## config.mk

```make
export PLATFORM = sky130hd
export DESIGN_NAME = lsu_ctrl_flat
export DESIGN_NICKNAME = d
export VERILOG_FILES = /design/src/rtl/lsu_pkg.sv /design/src/rtl/lsu_ctrl_if.sv /design/src/rtl/lsu_align.sv /design/src/rtl/lsu_ctrl.sv /design/src/flat_wrapper.sv
export SDC_FILE = /design/constraint.sdc
export NUM_CORES = 1
export LEC_CHECK = 0
export ABC_AREA = 1
export CAP_MARGIN = 20
export CORE_UTILIZATION = 45
export DETAILED_ROUTE_END_ITERATION = 16
export PLACE_DENSITY = 0.77
export SETUP_SLACK_MARGIN = 0.3
export SLEW_MARGIN = 40
export SYNTH_ARGS = -nofsm -noshare
export SYNTH_HDL_FRONTEND = slang
export SYNTH_SLANG_ARGS = --single-unit
```

## constraint.sdc

```tcl
create_clock -name clk -period 2.6 [get_ports clk]
set_clock_uncertainty 0.15 [all_clocks]
set_input_delay 0.52 -clock clk [delete_from_list [all_inputs] [get_ports clk]]
set_output_delay 0.52 -clock clk [all_outputs]
set_load 0.02 [all_outputs]
```

## src/rtl/lsu_pkg.sv

```systemverilog
// Shared types and constants for the MEM-stage load/store sequencer.
package lsu_pkg;

  typedef enum logic [1:0] {
    ST_IDLE = 2'd0,
    ST_REQ  = 2'd1,
    ST_WAIT = 2'd2,
    ST_DONE = 2'd3
  } state_t;

  localparam logic [1:0] WHB_BYTE = 2'b00;
  localparam logic [1:0] WHB_HALF = 2'b01;
  localparam logic [1:0] WHB_WORD = 2'b10;

  localparam logic [3:0] BE_BYTE0   = 4'b0001;
  localparam logic [3:0] BE_HALF_LO = 4'b0011;
  localparam logic [3:0] BE_HALF_HI = 4'b1100;
  localparam logic [3:0] BE_WORD    = 4'b1111;

  // True when the access width is legal and naturally aligned at this address.
  function automatic logic whb_aligned(input logic [1:0] whb, input logic [1:0] addr_lo);
    logic ok;
    case (whb)
      WHB_BYTE: ok = 1'b1;
      WHB_HALF: ok = ~addr_lo[0];
      WHB_WORD: ok = (addr_lo == 2'b00);
      default:  ok = 1'b0;
    endcase
    return ok;
  endfunction

endpackage

```

## src/rtl/lsu_ctrl_if.sv

```systemverilog
// Data-memory request/grant/response port between the LSU and memory.
// Handshake: the master raises mem_req with stable mem_we/addr/be/wdata and holds
// them until a cycle where mem_gnt=1; read data returns later as a one-cycle mem_rvalid.
interface lsu_ctrl_if #(
  parameter int ADDR_W = 32,
  parameter int DATA_W = 32
);
  logic              mem_req;
  logic              mem_we;
  logic [ADDR_W-1:0] mem_addr;
  logic [3:0]        mem_be;
  logic [DATA_W-1:0] mem_wdata;
  logic              mem_gnt;
  logic              mem_rvalid;
  logic [DATA_W-1:0] mem_rdata;

  modport master (
    output mem_req, mem_we, mem_addr, mem_be, mem_wdata,
    input  mem_gnt, mem_rvalid, mem_rdata
  );

  modport slave (
    input  mem_req, mem_we, mem_addr, mem_be, mem_wdata,
    output mem_gnt, mem_rvalid, mem_rdata
  );
endinterface

```

## src/rtl/lsu_align.sv

```systemverilog
// Byte-lane steering for stores and lane extraction / sign extension for loads.
module lsu_align
  import lsu_pkg::*;
(
  input  logic [1:0]  i_st_whb,
  input  logic [1:0]  i_st_addr_lo,
  input  logic [31:0] i_st_data,
  output logic [3:0]  o_be,
  output logic [31:0] o_wdata,
  input  logic [1:0]  i_ld_whb,
  input  logic [1:0]  i_ld_addr_lo,
  input  logic        i_ld_su,
  input  logic [31:0] i_ld_rdata,
  output logic [31:0] o_ld_data
);

  logic [7:0]  w_byte;
  logic [15:0] w_half;

  always_comb begin
    o_be    = BE_WORD;
    o_wdata = i_st_data;
    case (i_st_whb)
      WHB_BYTE: begin
        o_be    = BE_BYTE0 << i_st_addr_lo;
        o_wdata = {4{i_st_data[7:0]}};
      end
      WHB_HALF: begin
        o_be    = i_st_addr_lo[1] ? BE_HALF_HI : BE_HALF_LO;
        o_wdata = {2{i_st_data[15:0]}};
      end
      default: ;
    endcase
  end

  assign w_byte = 8'(i_ld_rdata >> {i_ld_addr_lo, 3'b000});
  assign w_half = i_ld_addr_lo[1] ? i_ld_rdata[31:16] : i_ld_rdata[15:0];

  always_comb begin
    o_ld_data = i_ld_rdata;
    case (i_ld_whb)
      WHB_BYTE: o_ld_data = {{24{i_ld_su & w_byte[7]}}, w_byte};
      WHB_HALF: o_ld_data = {{16{i_ld_su & w_half[15]}}, w_half};
      default: ;
    endcase
  end

endmodule

```

## src/rtl/lsu_ctrl.sv

```systemverilog
// MEM-stage load/store sequencer: accepts one op from EX/MEM, runs the memory
// handshake, and stalls the pipeline until the op completes or is rejected.
module lsu_ctrl
  import lsu_pkg::*;
#(
  parameter int ADDR_W = 32,
  parameter int DATA_W = 32
) (
  input  logic              clk,
  input  logic              rst_n,
  input  logic              ex_valid,
  input  logic              ex_rd,
  input  logic              ex_wr,
  input  logic [ADDR_W-1:0] ex_addr,
  input  logic [DATA_W-1:0] ex_wdata,
  input  logic [1:0]        ex_whb,
  input  logic              ex_su,
  output logic              stall,
  output logic              ld_valid,
  output logic [DATA_W-1:0] ld_data,
  output logic              lsu_err,
  output state_t            dbg_state,
  lsu_ctrl_if.master        mem
);

  state_t r_state, w_next;

  logic              w_accept, w_illegal;
  logic              r_wr, r_err, r_su;
  logic [1:0]        r_whb, r_addr_lo;
  logic [DATA_W-1:0] r_ld_data;
  logic              r_req, r_we;
  logic [ADDR_W-1:0] r_addr;
  logic [3:0]        r_be;
  logic [DATA_W-1:0] r_wdata;
  logic [3:0]        w_be;
  logic [DATA_W-1:0] w_wdata, w_ld_ext;

  assign w_accept  = ex_valid & (ex_rd | ex_wr);
  assign w_illegal = (ex_rd & ex_wr) | ~whb_aligned(ex_whb, ex_addr[1:0]);

  lsu_align u_align (
    .i_st_whb     (ex_whb),
    .i_st_addr_lo (ex_addr[1:0]),
    .i_st_data    (ex_wdata),
    .o_be         (w_be),
    .o_wdata      (w_wdata),
    .i_ld_whb     (r_whb),
    .i_ld_addr_lo (r_addr_lo),
    .i_ld_su      (r_su),
    .i_ld_rdata   (mem.mem_rdata),
    .o_ld_data    (w_ld_ext)
  );

  always_ff @(posedge clk or negedge rst_n) begin
    if (!rst_n) r_state <= ST_IDLE;
    else        r_state <= w_next;
  end

  always_comb begin
    w_next = r_state;
    case (r_state)
      ST_IDLE: if (w_accept)       w_next = w_illegal ? ST_DONE : ST_REQ;
      ST_REQ:  if (mem.mem_gnt)    w_next = r_wr ? ST_DONE : ST_WAIT;
      ST_WAIT: if (mem.mem_rvalid) w_next = ST_DONE;
      default:                     w_next = ST_IDLE;
    endcase
  end

  // The request drops once granted; the remaining mem_* fields hold until DONE.
  always_ff @(posedge clk or negedge rst_n) begin
    if (!rst_n) begin
      r_wr      <= 1'b0;
      r_err     <= 1'b0;
      r_su      <= 1'b0;
      r_whb     <= 2'b00;
      r_addr_lo <= 2'b00;
      r_ld_data <= '0;
      r_req     <= 1'b0;
      r_we      <= 1'b0;
      r_addr    <= '0;
      r_be      <= 4'b0000;
      r_wdata   <= '0;
    end else begin
      case (r_state)
        ST_IDLE: if (w_accept) begin
          r_wr      <= ex_wr;
          r_err     <= w_illegal;
          r_su      <= ex_su;
          r_whb     <= ex_whb;
          r_addr_lo <= ex_addr[1:0];
          if (!w_illegal) begin
            r_req   <= 1'b1;
            r_we    <= ex_wr;
            r_addr  <= {ex_addr[ADDR_W-1:2], 2'b00};
            r_be    <= w_be;
            r_wdata <= w_wdata;
          end
        end
        ST_REQ: if (mem.mem_gnt) begin
          r_req <= 1'b0;
          if (r_wr) begin
            r_we    <= 1'b0;
            r_addr  <= '0;
            r_be    <= 4'b0000;
            r_wdata <= '0;
          end
        end
        ST_WAIT: if (mem.mem_rvalid) begin
          r_ld_data <= w_ld_ext;
          r_we      <= 1'b0;
          r_addr    <= '0;
          r_be      <= 4'b0000;
          r_wdata   <= '0;
        end
        default: ;
      endcase
    end
  end

  assign stall = rst_n & (((r_state == ST_IDLE) & w_accept) |
                          (r_state == ST_REQ) | (r_state == ST_WAIT));
  assign ld_valid  = (r_state == ST_DONE) & ~r_wr & ~r_err;
  assign lsu_err   = (r_state == ST_DONE) & r_err;
  assign ld_data   = r_ld_data;
  assign dbg_state = r_state;

  assign mem.mem_req   = r_req;
  assign mem.mem_we    = r_we;
  assign mem.mem_addr  = r_addr;
  assign mem.mem_be    = r_be;
  assign mem.mem_wdata = r_wdata;

endmodule
```

## src/flat_wrapper.sv

```systemverilog
// flat-port wrapper written by rule: the top's interface ports become plain ports
module lsu_ctrl_flat import lsu_pkg::*;
#(
  parameter int ADDR_W = 32,
  parameter int DATA_W = 32
)
  (clk, rst_n, ex_valid, ex_rd, ex_wr, ex_addr, ex_wdata, ex_whb, ex_su, stall, ld_valid, ld_data, lsu_err, dbg_state, mem_mem_req, mem_mem_we, mem_mem_addr, mem_mem_be, mem_mem_wdata, mem_mem_gnt, mem_mem_rvalid, mem_mem_rdata);
  lsu_ctrl_if #(.ADDR_W(ADDR_W), .DATA_W(DATA_W)) mem_i ();
  input  logic clk;
  input  logic rst_n;
  input  logic ex_valid;
  input  logic ex_rd;
  input  logic ex_wr;
  input  logic [ADDR_W-1:0] ex_addr;
  input  logic [DATA_W-1:0] ex_wdata;
  input  logic [1:0] ex_whb;
  input  logic ex_su;
  output logic stall;
  output logic ld_valid;
  output logic [DATA_W-1:0] ld_data;
  output logic lsu_err;
  output state_t dbg_state;
  output wire logic [$bits(mem_i.mem_req)-1:0] mem_mem_req;
  output wire logic [$bits(mem_i.mem_we)-1:0] mem_mem_we;
  output wire logic [$bits(mem_i.mem_addr)-1:0] mem_mem_addr;
  output wire logic [$bits(mem_i.mem_be)-1:0] mem_mem_be;
  output wire logic [$bits(mem_i.mem_wdata)-1:0] mem_mem_wdata;
  input wire logic [$bits(mem_i.mem_gnt)-1:0] mem_mem_gnt;
  input wire logic [$bits(mem_i.mem_rvalid)-1:0] mem_mem_rvalid;
  input wire logic [$bits(mem_i.mem_rdata)-1:0] mem_mem_rdata;
  assign mem_mem_req = mem_i.mem_req;
  assign mem_mem_we = mem_i.mem_we;
  assign mem_mem_addr = mem_i.mem_addr;
  assign mem_mem_be = mem_i.mem_be;
  assign mem_mem_wdata = mem_i.mem_wdata;
  assign mem_i.mem_gnt = mem_mem_gnt;
  assign mem_i.mem_rvalid = mem_mem_rvalid;
  assign mem_i.mem_rdata = mem_mem_rdata;
  lsu_ctrl #(.ADDR_W(ADDR_W), .DATA_W(DATA_W)) u_core (.clk(clk), .rst_n(rst_n), .ex_valid(ex_valid), .ex_rd(ex_rd), .ex_wr(ex_wr), .ex_addr(ex_addr), .ex_wdata(ex_wdata), .ex_whb(ex_whb), .ex_su(ex_su), .stall(stall), .ld_valid(ld_valid), .ld_data(ld_data), .lsu_err(lsu_err), .dbg_state(dbg_state), .mem(mem_i));
endmodule
```

Yosys cells after proc, flatten, opt, wreduce, memory -nomap -nowiden

Cells that the tools add are included.
W data, S select, Z words.

Register bits after elaboration: 111
Input bits: 106
Output and inout port bits: 107
Logic and storage cells: 90

Eq/ne operators: 11
Shift operators: 2
Mux-type cells: 37
Bitwise operators: 17
Reduce and logical (&&, ||, !) cells: 11

Operators by type and width:

| operator              | number |
|---|---|
| $mux W32              | 7 |
| $pmux W32 S3          | 2 |
| $pmux W32 S2          | 2 |
| $shr A32 B5 Y8        | 1 |
| $mux W4               | 6 |
| $mux W16              | 1 |
| $pmux W4 S3           | 1 |
| $and A1 B1 Y1         | 9 |
| $mux W1               | 9 |
| $logic_not A2 Y1      | 4 |
| $mux W2               | 4 |
| $pmux W4 S2           | 1 |
| $eq A2 B1 Y1 const B  | 3 |
| $eq A2 B2 Y1 const B  | 3 |
| $ne A2 B2 Y1 const B  | 3 |
| $pmux W1 S3           | 2 |
| $pmux W2 S3           | 1 |
| $reduce_and A6 Y1     | 1 |
| $ne A2 B1 Y1 const B  | 2 |
| $not A1 Y1            | 4 |
| $or A1 B1 Y1          | 4 |
| $reduce_and A2 Y1     | 2 |
| $reduce_and A4 Y1     | 1 |
| $shl A1 B2 Y4 const A | 1 |
| 4 further kinds       | 4 |

Depth between registers and ports, before layout

Gate-level depths: netlist of run 1.

Word-level depth: 7
Mapped depth: 12

By module

From an unflattened synthesis of run 1, not the netlist that was laid out.

Cells, all modules: 833
Area total of the unflattened synthesis: 6326.1 µm²

By module, submodules not included:

| module    | times used | cells each | area an instance (µm²) |
|---|---|---|---|
| lsu_ctrl  | 1          | 585        | 4987.3 |
| lsu_align | 1          | 248        | 1338.8 |

Least setup slack after synthesis of run 1

No wires, ideal clock.

Path kind: register -> output
Start: register u_core.r_state[0], in the netlist u_core.dbg_state[0]
End: output port stall
Arrival: 1.530 ns
Data required time: 1.930 ns
Path slack: 0.400 ns
Cell stages (with the launch flop): 7
Path buffers: 0
Path through: dfrtp_1 inv_1 ha_1 inv_1 nor2_1 inv_1 a31oi_1

Word-level cells in the longest chain between the ends: 5
Elaborated cells on any way between the ends: 7

Ends and longest elaborated chain:

| item                   | line               | text |
|---|---|---|
| from (decl)            | lsu_ctrl.sv:26     | `state_t r_state, w_next;` |
| from (signal assigned) | lsu_ctrl.sv:57     | `else r_state <= w_next;` |
| $logic_not A2 Y1       | lsu_ctrl.sv:121    | `assign stall = rst_n & (((r_state == ST_IDLE) & w_accept) \|` |
| $and A1 B1 Y1          | lsu_ctrl.sv:121    |  |
| $or A1 B1 Y1           | lsu_ctrl.sv:121    |  |
| $or A1 B1 Y1 *         | lsu_ctrl.sv:122    | `(r_state == ST_REQ) \| (r_state == ST_WAIT));` |
| $and A1 B1 Y1 *        | lsu_ctrl.sv:121    |  |
| to (decl)              | flat_wrapper.sv:18 | `output logic stall;` |

Mark *: on every way between the ends. The rest lies on a longest branch, timed or not.

Final worst setup path of run 1

Start: input port ex_valid
End: output port stall

Word-level cells in the longest chain between the ends: 5

Ends and longest elaborated chain:

| item          | line               | text |
|---|---|---|
| from (decl)   | flat_wrapper.sv:11 | `input logic ex_valid;` |
| $and A1 B1 Y1 | lsu_ctrl.sv:39     | `assign w_accept = ex_valid & (ex_rd \| ex_wr);` |
| $and A1 B1 Y1 | lsu_ctrl.sv:121    |  |
| $or A1 B1 Y1  | lsu_ctrl.sv:121    |  |
| $or A1 B1 Y1  | lsu_ctrl.sv:122    |  |
| $and A1 B1 Y1 | lsu_ctrl.sv:121    |  |

No other way between the ends.

==> impl_metrics.json, run 1 <==
{
  "busiest_layer": "met2",
  "cts_hold_buffers": 0,
  "use_met2_pct": 44.04,
  "max_freq_ghz": 0.4547,
  "dp_hpwl_um": 11850,
  "r2r_slack_ns": 0.58,
  "grtUsageMet3_pct": 5.876,
  "cts_sinks": 109,
  "hold_violations": 0,
  "min_period_ns": 2.199,
  "critPathMaxFanout": 2,
  "core_area_sq_um": 12160,
  "setup_viol": 0,
  "htree_levels": 3,
  "ys.warnings.count": 0,
  "wl_per_cell_um": 14.84,
  "synth_area_per_cell_sq_um": 7.431,
  "multiInputGateArea_sq_um": 2552,
  "status": "finished, final reports clean",
  "ir_drop_mv": 0.7463,
  "dr.pass1.iters": 5,
  "cp-start-kind": "primary input",
  "slew_headroom_pct": 59.27,
  "combPwrFrac_pct": 61.0,
  "worstMarginPinSlew_ns": 0.6109,
  "die_h_um": 114.6,
  "cp.arrival_ns": 1.53,
  "via_per_inst": 5.055,
  "area_growth_pct": 44.42,
  "first_global_vias": 5338,
  "ant_nets": 0,
  "synth_seq_cells": 109,
  "clkLatencyLatePin_ns": 0.35,
  "die_area_sq_um": 13140,
  "synth_top_flop_cell": "dfrtp_1",
  "maxCapViolations": 0,
  "r2r_end": "u_core.mem.mem_be[0]",
  "synth_most_common_cell": "nand2_1",
  "synth_top_cell_by_area": "dfrtp_1",
  "async_flop_share_pct": 100.0,
  "rsz0062_at_grt": "false",
  "tns_ns": 0,
  "start_util_pct": 46.92,
  "p_int_mw": 5.677,
  "netlist_instances": 768,
  "fp.dieW_um": 114.6,
  "ys_seq_area_share_pct": 47.80,
  "grt_pass1_wl_um": 26570,
  "cts.clk_slew.worst_paths_ns": 0.07,
  "cts_buffers": 9,
  "hold_class": "in -> async",
  "synth_edf_count": 0,
  "root_buffer": "clkbuf_16",
  "r2r_start": "u_core.dbg_state[1]",
  "antenna_found_initial": 0,
  "grt_max_degree": 110,
  "power_density_nw_per_um2": 1281,
  "initialDrtViolationCount": 426,
  "pwr-share-clk_pct": 11.8,
  "synth.area.top_cells": "dfrtp_1, nand2_1, o21ai_0",
  "synth_top_area_share_pct": 47.80,
  "startpoint": "ex_valid",
  "p_leak_nw": 4.025,
  "place.gp.congestion": 0.8492,
  "vias": 5747,
  "p_sw_mw": 4.880,
  "layout-drive-gt1-share_pct": 5.986,
  "report.final.slew_viol_count": 0,
  "portBuffers": 210,
  "grt_usage_pct": 26.14,
  "rows": 40,
  "final_nets": 1078,
  "n_fill_cell": 1105,
  "grt-ovfl-total": 0,
  "power_mw": 10.56,
  "period_share_pct": 84.59,
  "cts_tree": "yes",
  "share_seq_of_total_power_pct": 27.1,
  "diodes": 0,
  "crit_type": "in -> out",
  "regArea_sq_um": 2729,
  "cp.required_ns": 1.93,
  "synth_cell_types": 24,
  "netSwitchingFraction_pct": 46.23,
  "worst-r2r-cell-count": 8,
  "synth_area_sq_um": 5707,
  "cts.path.max_buffers": 2,
  "ios": 213,
  "routed_wl_um": 16870,
  "drt_drc_violations_left": 0,
  "yosys-top-cells-count": "nand2_1, dfrtp_1, nor2_1",
  "cp-end-kind": "output port",
  "grt_use_met1_pct": 32.66
}
how the worst max path moves through the flow:
| stage | end | depth (start not counted) |
|---|---|---|
| after floorplan | stall | 6 |
| after global placement | stall | 8 |
| after detailed placement | stall | 8 |
| after CTS | stall | 7 |
| after global routing | stall | 5 |
| final | stall | 6 |
through the flow:
step / area [sq um] / hold slack [ns] / setup WS (ns) / instances / utilization, %
2_1_floorplan: 5710 / 0.07441 / 0.3997 / 769 / -
3_3_place_gp: 7960 / 0.3024 / -0.1381 / 1123 / 65.45
3_5_place_dp: 7960 / 0.3076 / -0.1610 / 1123 / 65.45
4_1_cts: 8213 / 0.1723 / 0.1528 / 1136 / 67.53
5_1_grt: 8242 / 0.1790 / 0.3178 / 1137 / 67.77
6_report: 8242 / 0.1004 / 0.4006 / 1137 / 67.77
layout make-up:
| cell class | instances | share of cell area [%] |
|---|---|---|
| clock buffers | 10 | 2.900 |
| repair buffers | 235 | 28.01 |
| multi-input cells | 562 | 30.97 |
| well taps | 168 | 2.550 |
| clock inverters | 3 | 0.1822 |
| flip-flops and latches | 109 | 33.11 |
| inverters | 50 | 2.277 |
flip-flops by register name, indices dropped and copies added, names as in the netlist:
signal / cells
u_core.mem.mem_addr: 30
u_core.mem.mem_wdata: 32
u_core.mem.mem_we: 1
u_core.r_wr: 1
u_core.r_su: 1
u_core.r_addr_lo: 2
u_core.mem.mem_req: 1
u_core.mem.mem_be: 4
u_core.dbg_state: 2
u_core.r_whb: 2
u_core.r_err: 1
u_core.ld_data: 32
power groups by stage:
| stage | sequential [mW] | clock, mW | combinational (mW) |
|---|---|---|---|
| after floorplan | 3.64 | 0 | 3.31 |
| after global placement | 2.86 | 0 | 6.33 |
| after detailed placement | 2.88 | 0 | 6.41 |
| after CTS | 2.86 | 1.27 | 6.43 |
| after global routing | 2.95 | 1.33 | 7.09 |
| final | 2.86 | 1.25 | 6.44 |
placed cells by master (no fill, tap or decap), types with 9 or more instances in the layout:
| cell | instances |
|---|---|
| a21oi_1 | 51 |
| buf_4 | 25 |
| clkbuf_16 | 9 |
| clkdlybuf4s50_1 | 204 |
| dfrtp_1 | 108 |
| inv_1 | 43 |
| nand2_1 | 287 |
| nand3_1 | 48 |
| nand3b_1 | 30 |
| nor2_1 | 62 |
| o21ai_0 | 57 |
routing by layer:
layer | vias to the layer above | wire (um)
li1 | 2840 | -
met1 | 2685 | 7093
met2 | 198 | 8205
met3 | 24 | 1215
met4 | 0 | 354
met5 | - | 0
what timing repair did:
action,4_1_cts,5_1_grt
buffers inserted,0,1
pin swaps,0,3
gates resized for setup,6,15
endpoints found under the setup margin,3,6
cells by family after synthesis:
kind of cell               count (synthesis)  share of synthesized area (%)
and+or+nand+nor                          436                          32.10
AOI/OAI and AO/OA                        119                          10.92
DFF                                      109                          47.80
buffers and inverters                     98                          8.025
adders and majority gates                  5                          1.096
other                                      1                        0.06571
critical path, stage by stage:
cell and delay (ns):
clkdlybuf4s50_1 0.47, nand2_2 0.07, nor2_4 0.10, inv_1 0.05, a31oi_1 0.15, buf_4 0.16
(Power assumes the default switching activity.)
==> inputs of run 2 (changes only) <==
--- a/config.mk
+++ b/config.mk
@@ -7,9 +7,9 @@
 export LEC_CHECK = 0
 export ABC_AREA = 1
 export CAP_MARGIN = 20
-export CORE_UTILIZATION = 45
+export CORE_UTILIZATION = 41
 export DETAILED_ROUTE_END_ITERATION = 16
-export PLACE_DENSITY = 0.77
+export PLACE_DENSITY = 0.74
 export SETUP_SLACK_MARGIN = 0.3
 export SLEW_MARGIN = 40
 export SYNTH_ARGS = -nofsm -noshare
==> constraint.sdc (replaced) <==
create_clock -name clk -period 1.95 [get_ports clk]
set_clock_uncertainty 0.15 [all_clocks]
set_input_delay 0.39 -clock clk [delete_from_list [all_inputs] [get_ports clk]]
set_output_delay 0.39 -clock clk [all_outputs]
set_load 0.02 [all_outputs]
==> run 2 against run 1 <==
  * Core utilization rose by 3.6 points
  * Non-clock buffer count rose by 49
  * The flow now finishes with violations (negative hold slack, negative setup slack)
  * Largest power group unchanged
  * Sequential power increased by 38%
  * Worst hold slack got worse by 0.18 ns
  * Combinational power up 77%
  * First-iteration DRC count grew 62%
  * Register-to-register slack got worse by 0.65 ns
  * Die area increased by 9.6%
==> impl_metrics.json, run 2 (synthesis results as in run 1) <==
{
  "cp_top_family": "flip-flops",
  "power_mw": 17.51,
  "area_growth_pct": 67.53,
  "worstMarginPinSlew_ns": 0.6827,
  "netSwitchingFraction_pct": 46.53,
  "dp_hpwl_um": 12110,
  "slew_headroom_pct": 54.49,
  "status": "complete, but fails checks",
  "final_nets": 1129,
  "violations": "negative hold slack, negative setup slack",
  "p_sw_mw": 8.149,
  "cp.required_ns": 1.41,
  "place_inst": 1148,
  "period_share_pct": 104.6,
  "pwr-share-clk_pct": 12.2,
  "critPathMaxFanout": 3,
  "cts_sinks": 109,
  "fp.dieW_um": 120.0,
  "via_per_inst": 5.274,
  "initialDrtViolationCount": 689,
  "final_cell_mix": "nand2_1, dfrtp_1, clkdlybuf4s50_1",
  "ant_nets": 0,
  "ir_drop_mv": 0.9262,
  "power_density_nw_per_um2": 1832,
  "rsz0062_at_grt": "true",
  "die_h_um": 120.0,
  "layout_commonest_cell": "nand2_1",
  "tns_ns": -2.531,
  "dr.pass1.iters": 5,
  "grt_max_degree": 110,
  "die_area_sq_um": 14400,
  "wl_per_cell_um": 17.85,
  "maxCapViolations": 0,
  "rows": 42,
  "ios": 213,
  "worstPathCellList": "buf_4 -> buf_6 -> ha_4 -> nand2_2 -> nor2_1 -> buf_4",
  "fin_hold_ws_ns": -0.07660,
  "cpPeakStageDelay_ns": 0.45,
  "crit_type": "reg -> out",
  "p_int_mw": 9.364,
  "hold_class": "in -> async",
  "cts_tree": "yes",
  "layout_setup_ws_ns": -0.09003,
  "drt_drc_violations_left": 0,
  "core_area_sq_um": 13400,
  "cp-end-kind": "output port",
  "htree_levels": 3,
  "grt_pass1_wl_um": 28220,
  "diodes": 0,
  "share_seq_of_total_power_pct": 22.6,
  "cp-start-kind": "flop",
  "min_period_ns": 2.040,
  "root_buffer": "clkbuf_16",
  "max_freq_ghz": 0.4902,
  "n_fill_cell": 998,
  "cts.clk_slew.worst_paths_ns": 0.07,
  "place.gp.congestion": 0.8635,
  "hold_violations": 30,
  "path_common_cell": "buf_4",
  "portBuffers": 210,
  "setup_viol": 70,
  "cts_buffers": 9,
  "antenna_found_initial": 0,
  "p_leak_nw": 4.849,
  "critPathBufInv": 3,
  "layout-drive-gt1-share_pct": 21.84,
  "combPwrFrac_pct": 65.2,
  "start_util_pct": 42.59,
  "vias": 6313,
  "grt-ovfl-total": 0,
  "routed_wl_um": 21370,
  "cts.path.max_buffers": 2,
  "final_cells": 1197,
  "grt_usage_pct": 24.99,
  "report.final.slew_viol_count": 0,
  "first_global_vias": 5510,
  "cp_slowest_cell": "dfrtp_2",
  "cp.arrival_ns": 1.50,
  "clkLatencyLatePin_ns": 0.35
}
[run 2: power groups by stage]
stage	Clock (mW)	Combinational [mW]	Sequential (mW)
after floorplan	0	4.55	4.86
after CTS	2.14	8.89	3.78
final	2.14	11.4	3.96
after global placement	0	8.89	3.82
after global routing	2.23	12.3	4.07
after detailed placement	0	9.02	3.83
[run 2: timing repair]
item	CTS	global route
pin swaps	8	46
hold buffers	0	0
endpoints found under the hold margin	0	0
setup endpoints to repair	207	109
cloned	1	20
buffers inserted	5	9
gates resized for setup	154	160
[run 2: per-layer routing]
layer	global-route usage (%)	share of wire [%]	routed length, um
met4	6.641	2.5	542
met1	33.47	40	8517
met3	4.943	9.1	1954
met5	0	0	0
met2	41.09	48	10360
[run 2: metrics by stage]
stage / instance area [sq um] / utilization (%) / setup WS, ns
3_5_place_dp: 8203 / 61.21 / -0.6473
3_3_place_gp: 8203 / 61.21 / -0.6070
5_1_grt: 9560 / 71.34 / -0.1637
2_1_floorplan: 5761 / - / 0.00001721
6_report: 9560 / 71.34 / -0.09003
4_1_cts: 8551 / 63.81 / -0.05826
[run 2: worst paths after layout]
check	from	end	slack, ns	cells past startpoint
worst max-delay path	u_core.dbg_state[0]	ld_valid	-0.09	6
worst min-delay path	rst_n	u_core.ld_data[29]	-0.08	2
worst max register to register	u_core.dbg_state[1]	u_core.mem.mem_addr[8]	-0.07	11
worst min register to register	u_core.mem.mem_wdata[18]	u_core.mem.mem_wdata[18]	0.32	2
max in group asynchronous	rst_n	u_core.mem.mem_wdata[1]	1.15	2
min in group clk	ex_wr	u_core.r_wr	0.32	3
[run 2: layout make-up]
cell class	count	area, sq um	area share, %
timing repair buffer	284	2947	30.82
clock buffer	10	239.0	2.500
clock inverter	4	97.59	1.021
tap	176	220.2	2.303
sequential	109	2730	28.56
inverter	50	210.2	2.199
multi-input combinational	564	3117	32.60
[run 2: worst register-to-register path, cell delays in order, from the launching register on]
cell	delay, ns
dfrtp_2	0.43
buf_6	0.14
ha_4	0.17
buf_6	0.12
nand2_4	0.05
nand4_1	0.15
nor2_4	0.15
buf_12	0.14
buf_4	0.14
clkbuf_16	0.14
nand3b_1	0.08
nand2_1	0.09
